===== src/rtl/seq_mult_pkg.sv =====
// Shared types and defaults for the sequential shift-add multiplier.
package seq_mult_pkg;

  localparam int BITS_DEFAULT = 8;

  typedef enum logic [1:0] {
    IDLE = 2'd0,
    RUN  = 2'd1,
    DONE = 2'd2
  } state_e;

endpackage


===== src/rtl/seq_mult_dp.sv =====
// Shift-add datapath: one partial product per step, last one negated in signed mode.
module seq_mult_dp
  import seq_mult_pkg::*;
#(
  parameter int BITS = BITS_DEFAULT
) (
  input  logic              clk,
  input  logic              load_i,
  input  logic              step_i,
  input  logic              last_i,
  input  logic              sgn_i,
  input  logic [BITS-1:0]   a_i,
  input  logic [BITS-1:0]   b_i,
  output logic [2*BITS-1:0] prod_next_o
);

  logic [2*BITS-1:0] mcand_q;
  logic [2*BITS-1:0] acc_q;
  logic [2*BITS-1:0] pp;
  logic [2*BITS-1:0] sum_d;
  logic [BITS-1:0]   mplier_q;
  logic              sgn_q;

  function automatic logic [2*BITS-1:0] extend(input logic [BITS-1:0] v, input logic sgn);
    logic signed [BITS-1:0] vs;
    vs = v;
    extend = {{BITS{sgn & vs[BITS-1]}}, v};
  endfunction

  // The multiplier MSB carries weight -2^(BITS-1) when signed, so subtract it.
  always_comb begin
    pp = mplier_q[0] ? mcand_q : '0;
    if (last_i && sgn_q) begin
      sum_d = acc_q - pp;
    end else begin
      sum_d = acc_q + pp;
    end
  end

  assign prod_next_o = sum_d;

  always_ff @(posedge clk) begin
    if (load_i) begin
      mcand_q  <= extend(a_i, sgn_i);
      mplier_q <= b_i;
      acc_q    <= '0;
      sgn_q    <= sgn_i;
    end else if (step_i) begin
      acc_q    <= sum_d;
      mcand_q  <= {mcand_q[2*BITS-2:0], 1'b0};
      mplier_q <= {1'b0, mplier_q[BITS-1:1]};
    end
  end

endmodule


===== src/rtl/seq_mult.sv =====
// Sequential multiplier: capture operands in IDLE, BITS-cycle RUN, hold result in DONE.
module seq_mult
  import seq_mult_pkg::*;
#(
  parameter int BITS = BITS_DEFAULT
) (
  input  logic              CLK,
  input  logic              RSTN,
  input  logic [BITS-1:0]   A,
  input  logic [BITS-1:0]   B,
  input  logic              IEA,
  input  logic              IEB,
  input  logic              SGN,
  input  logic              ACC,
  output logic [2*BITS-1:0] Y,
  output logic              OE,
  output logic              BUSY
);

  localparam int CW = $clog2(BITS) + 1;

  state_e            state_q, state_d;
  logic [CW-1:0]     cnt_q, cnt_d;
  logic              a_ok_q, a_ok_d;
  logic              b_ok_q, b_ok_d;
  logic [2*BITS-1:0] y_q, y_d;
  logic [BITS-1:0]   a_q, a_d;
  logic [BITS-1:0]   b_q, b_d;
  logic              acc_mode_q, acc_mode_d;
  logic              start;
  logic              last;
  logic [2*BITS-1:0] prod_next;

  // An enable seen on the start edge itself counts as a capture.
  assign start = (state_q == IDLE) && (a_ok_q || IEA) && (b_ok_q || IEB);
  assign last  = (cnt_q == CW'(BITS - 1));

  always_comb begin
    state_d    = state_q;
    cnt_d      = cnt_q;
    a_ok_d     = a_ok_q;
    b_ok_d     = b_ok_q;
    y_d        = y_q;
    a_d        = a_q;
    b_d        = b_q;
    acc_mode_d = acc_mode_q;
    case (state_q)
      IDLE: begin
        if (IEA) begin
          a_ok_d = 1'b1;
          a_d    = A;
        end
        if (IEB) begin
          b_ok_d = 1'b1;
          b_d    = B;
        end
        if (start) begin
          state_d    = RUN;
          cnt_d      = '0;
          acc_mode_d = ACC;
        end
      end
      RUN: begin
        if (last) begin
          state_d = DONE;
          cnt_d   = '0;
          y_d     = acc_mode_q ? (y_q + prod_next) : prod_next;
        end else begin
          cnt_d = cnt_q + CW'(1);
        end
      end
      DONE: begin
        if (!IEB) begin
          state_d = IDLE;
          a_ok_d  = 1'b0;
          b_ok_d  = 1'b0;
        end
      end
      default: state_d = IDLE;
    endcase
  end

  always_ff @(posedge CLK or negedge RSTN) begin
    if (!RSTN) begin
      state_q <= IDLE;
      cnt_q   <= '0;
      a_ok_q  <= 1'b0;
      b_ok_q  <= 1'b0;
      y_q     <= '0;
    end else begin
      state_q <= state_d;
      cnt_q   <= cnt_d;
      a_ok_q  <= a_ok_d;
      b_ok_q  <= b_ok_d;
      y_q     <= y_d;
    end
  end

  // Operand holding registers are only meaningful behind a_ok/b_ok, so no reset.
  always_ff @(posedge CLK) begin
    a_q        <= a_d;
    b_q        <= b_d;
    acc_mode_q <= acc_mode_d;
  end

  seq_mult_dp #(
    .BITS(BITS)
  ) u_dp (
    .clk        (CLK),
    .load_i     (start),
    .step_i     (state_q == RUN),
    .last_i     (last),
    .sgn_i      (SGN),
    .a_i        (a_d),
    .b_i        (b_d),
    .prod_next_o(prod_next)
  );

  assign Y    = y_q;
  assign OE   = (state_q == DONE);
  assign BUSY = (state_q == RUN);

endmodule


===== config.mk =====
export PLATFORM = sky130hd
export DESIGN_NAME = seq_mult
export DESIGN_NICKNAME = d
export VERILOG_FILES = /design/src/rtl/seq_mult_pkg.sv /design/src/rtl/seq_mult_dp.sv /design/src/rtl/seq_mult.sv
export SDC_FILE = /design/constraint.sdc
export NUM_CORES = 1
export LEC_CHECK = 0
export ABC_AREA = 1
export CORE_ASPECT_RATIO = 0.5
export CORE_MARGIN = 3
export CORE_UTILIZATION = 57
export CTS_CLUSTER_DIAMETER = 150
export DETAILED_ROUTE_END_ITERATION = 10
export DONT_BUFFER_PORTS = 1
export HOLD_SLACK_MARGIN = 0.08
export PLACE_DENSITY = 0.72
export REMOVE_ABC_BUFFERS = 1
export SYNTH_ARGS = -nofsm -noshare
export SYNTH_HDL_FRONTEND = slang
export SYNTH_SLANG_ARGS = --single-unit

===== constraint.sdc =====
create_clock -name CLK -period 5.39 [get_ports CLK]
set_clock_uncertainty 0.2 [all_clocks]
set_input_delay 0.8085 -clock CLK [delete_from_list [all_inputs] [get_ports CLK]]
set_output_delay 0.8085 -clock CLK [all_outputs]
set_load 0.02 [all_outputs]

==> summary.txt <==
Worst setup path
  • Crit-path max cell delay: 0.88 ns
  • Max FO, Critical Path: 18
  • Critical path's most frequent cell: nand2_1
  • R2R Path Start: u_dp.mplier_q[0]$_DFFE_PP_
  • Crit-path slowest cell: edfxtp_1
  • R2r setup slk: 0.65 ns
  • Reg2Reg Depth: 22
  • RR Endpoint: Y[14]$_DFFE_PN0P_
  • CP bufs+invs: 1
  • Worst Setup Start Kind: flip-flop
  • Arr. time, crit path: 4.77 ns
  • Worst path required time: 5.42 ns
  • Delay-heaviest family, CP: simple AND/OR/NAND/NOR gates
  • Crit-path cells: nand2_2, ha_1, or2_2, xnor2_1, ha_1, a21oi_1, nand2_1, nand2_1, nand2_1, xor2_1, inv_1, ha_1, a21oi_1, nor2_1, nor2_1, nor2_1, nor2_1, nand2_1, nand2_1, nand3_1, nand3_1, nand2_1
  • Setup CP Type: reg -> reg
  • Setup crit end kind: flip-flop

Worst hold path
  • Hold EP: u_dp.acc_q[8]$_SDFFE_PP0P_
  • Min-delay src: u_dp.acc_q[8]$_SDFFE_PP0P_
  • WHS Path Cells: 2
  • Hold WC Path Type: reg -> reg

Logic synthesis
  • Synth Area in Simple Gates: 29.37%
  • Post-synthesis compound-gate area fraction: 9.892%
  • Mean Syn Cell Area: 7.472 µm²
  • Largest family of logic cells by synthesized area: simple AND/OR/NAND/NOR gates
  • Post-synth ARST share: between 20 and 30%
  • Syn Inst Count: 716
  • Number of synthesized flops with an enable pin: 26
  • #FFs+latches synth: 82
  • Top cell type's share of synthesized area: 17.96%
  • Post-Synth XOR/XNOR Area: 4.256%
  • Synth area leaders: nand2_1 (18%), edfxtp_1 (15%), dfxtp_1 (12%), dfrtp_1 (11%), ha_1 (8.0%)
  • Synth area leader: nand2_1
  • Seq/Total Area, Yosys: 37.79%
  • YS warnings: 0
  • Fraction of synthesized area in multiplexers: 2.947%
  • Ys flop type: dfxtp_1
  • Synth unique cells: 41
  • Mapped Area: 5350 µm²
  • Post-synthesis adder-cell area fraction: 8.700%

Cells and area
  • Antenna cells: 0
  • Synth-to-Final Area Change: 7.741%
  • Post-Route Utilization: between 60 and 70%
  • Cell area after layout: a little under 6000 µm²
  • Share of cells above drive strength 1: 8.022%
  • Post-layout net count: slightly below 800

Global route
  • GRT met3 Usage: 6.872%
  • Initial antenna violation count: 0
  • Total grt overflow: 0
  • Vias in the first global route: 4191
  • GRT busiest layer: met2
  • Pin count of the biggest net entering global routing: 28
  • First-pass GRT wire length: 19.73 mm
  • Grt met2 use: 39.03%
  • Global-route track usage on met1: between 30% and 40%
  • Total GRT Usage: between 20% and 30%

Floorplan
  • Full die area: 10660 µm²
  • Chip width: 143.0 µm
  • Row count: 24
  • Die Y: ~75 µm
  • Initial Util: 59.99%
  • Core area: approximately 9000 µm²
  • Ports: 40

Route
  • Vias per cell: 5.350
  • Pre-Repair DR Iteration Count: 5
  • Detailed-route DRC error count: 0
  • Routed vias: 4494
  • Post-DRT Antenna Nets: 0
  • WL/cell: 14.27 µm
  • Final wirelength: 11.99 mm
  • DRT iter0 DRCs: roughly 220

Place
  • Worst slack at placement: 0.7681 ns
  • Gpl congestion: ~0.97
  • # port buffers: 0
  • Final HPWL DP: 8.880 mm
  • Area after DPL: ~5400 µm²

STA
  • Fmax: 210.9 MHz
  • Fin Setup TNS: 0 ns
  • Final worst slack: 0.6493 ns
  • Period minus WS final: 4.741 ns
  • Rel. slew slack: 45.56%
  • Period Utilization, post-route: 87.95%
  • Slew @ Worst Pin: 0.8166 ns
  • Final Max Tran Viols: 0
  • Unrepaired setup endpoints after global routing: false
  • Final setup violation count: 0
  • Count of final hold-check violations: 0

Status
  • Status: finished, final reports clean

Clock tree
  • H-Tree Level Count: 3
  • Clk_lat worst skew: 0.34 ns
  • Clock slew at reported path FFs: 0.07 ns
  • Clk buf depth: 2
  • CTS resizes: 0
  • Clk Tree Root Cell: clkbuf_16
  • CTS Sinks: 82
  • Post-CTS Setup Inserts: 0
  • Cts bufs inserted: 9
  • CTS tree: yes

Flow run
  • Max cap viols: 0
[worst max-delay path by stage]
stage / startpoint / to / slack [ns] / cells after the start
6_report: u_dp.mplier_q[0]$_DFFE_PP_ / Y[14]$_DFFE_PN0P_ / 0.65 / 22
5_1_grt: u_dp.mplier_q[0]$_DFFE_PP_ / Y[10]$_DFFE_PN0P_ / 0.26 / 20
4_1_cts: u_dp.mplier_q[0]$_DFFE_PP_ / Y[14]$_DFFE_PN0P_ / 0.70 / 22
3_5_place_dp: u_dp.mplier_q[0]$_DFFE_PP_ / Y[14]$_DFFE_PN0P_ / 0.77 / 22
3_3_place_gp: u_dp.mplier_q[0]$_DFFE_PP_ / Y[15]$_DFFE_PN0P_ / 0.88 / 26
2_1_floorplan: u_dp.mplier_q[0]$_DFFE_PP_ / Y[15]$_DFFE_PN0P_ / 1.39 / 27
[metrics by stage]
stage,std cells,hold WS [ns]
2_1_floorplan,703,0.2253
3_3_place_gp,822,0.2483
3_5_place_dp,822,0.2504
4_1_cts,839,0.08143
5_1_grt,840,0.2920
6_report,840,0.2636
[per-layer routing]
layer	up-vias	wire [µm]
met5	-	0
met1	2044	5872
met4	0	61
met3	7	843
li1	2329	-
met2	114	5208
[cells by family after synthesis]
logic type | count (synthesis)
and+or+nand+nor | 377
xor gates and xnor gates | 26
buffers and inverters | 92
AOI/OAI and AO/OA | 89
adders and majority gates | 36
DFF | 82
muxes | 14
[flip-flops by register name, indices dropped and copies added, names as in the netlist]
| register | cells |
|---|---|
| b_q | 8 |
| b_ok_q | 1 |
| acc_mode_q | 1 |
| Y | 16 |
| cnt_q | 4 |
| u_dp.mcand_q | 16 |
| state_q | 2 |
| u_dp.sgn_q | 1 |
| u_dp.acc_q | 16 |
| a_ok_q | 1 |
| u_dp.mplier_q | 8 |
| a_q | 8 |
[Yosys cell counts (all sizes together), types with 2 or more instances]
master and instances:
nor3 2, dfxtp 32, clkbuf 7, nand4 2, ha 34, a22oi 2
edfxtp 26, nand2 270, a21oi 32, xnor2 7, o211ai 4, a21o 3
nor2 50, o21bai 4, dfrtp 24, a31oi 4, fa 2, xor2 19
or2 4, inv 78, mux2 14, buf 6, a22o 7, o21ai 29
nand3 48
[worst reg2reg max path: stages (launching register included)]
cell and delay (ns):
edfxtp_1 0.88, nand2_2 0.17, ha_1 0.28, or2_2 0.31
xnor2_1 0.13, ha_1 0.33, a21oi_1 0.15, nand2_1 0.12
nand2_1 0.09, nand2_1 0.12, xor2_1 0.25, inv_1 0.07
ha_1 0.34, a21oi_1 0.36, nor2_1 0.08, nor2_1 0.16
nor2_1 0.07, nor2_1 0.13, nand2_1 0.07, nand2_1 0.06
nand3_1 0.06, nand3_1 0.13, nand2_1 0.07
[what timing repair did]
| item | 4_1_cts | 5_1_grt |
|---|---|---|
| hold buffers | 1 | 1 |
| hold endpoints to repair | 24 | 8 |
| setup endpoints to repair | 0 | 0 |
[cell type report]
cell class | instances | area [µm²]
timing repair buffer | 4 | 45.04
fill | 774 | 3154
inverter | 79 | 296.5
tap | 117 | 146.4
clock inverter | 6 | 73.82
clock buffer | 10 | 229.0
multi-input combinational | 542 | 2952
sequential | 82 | 2022
[placed cells by master, fill, tap and decap left out, types with 14 or more instances in the layout]
master,netlist,final
nand2_1,256,256
inv_1,76,76
nand3_1,48,48
nor2_1,46,46
ha_1,34,34
a21oi_1,32,32
dfxtp_1,32,32
edfxtp_1,26,26
o21ai_0,25,25
dfrtp_1,24,24
xor2_1,19,19
mux2_2,14,14
Power is left out: the tool's default activity adds up to more than one toggle a clock period on the data nets, which glitch-free logic cannot reach.
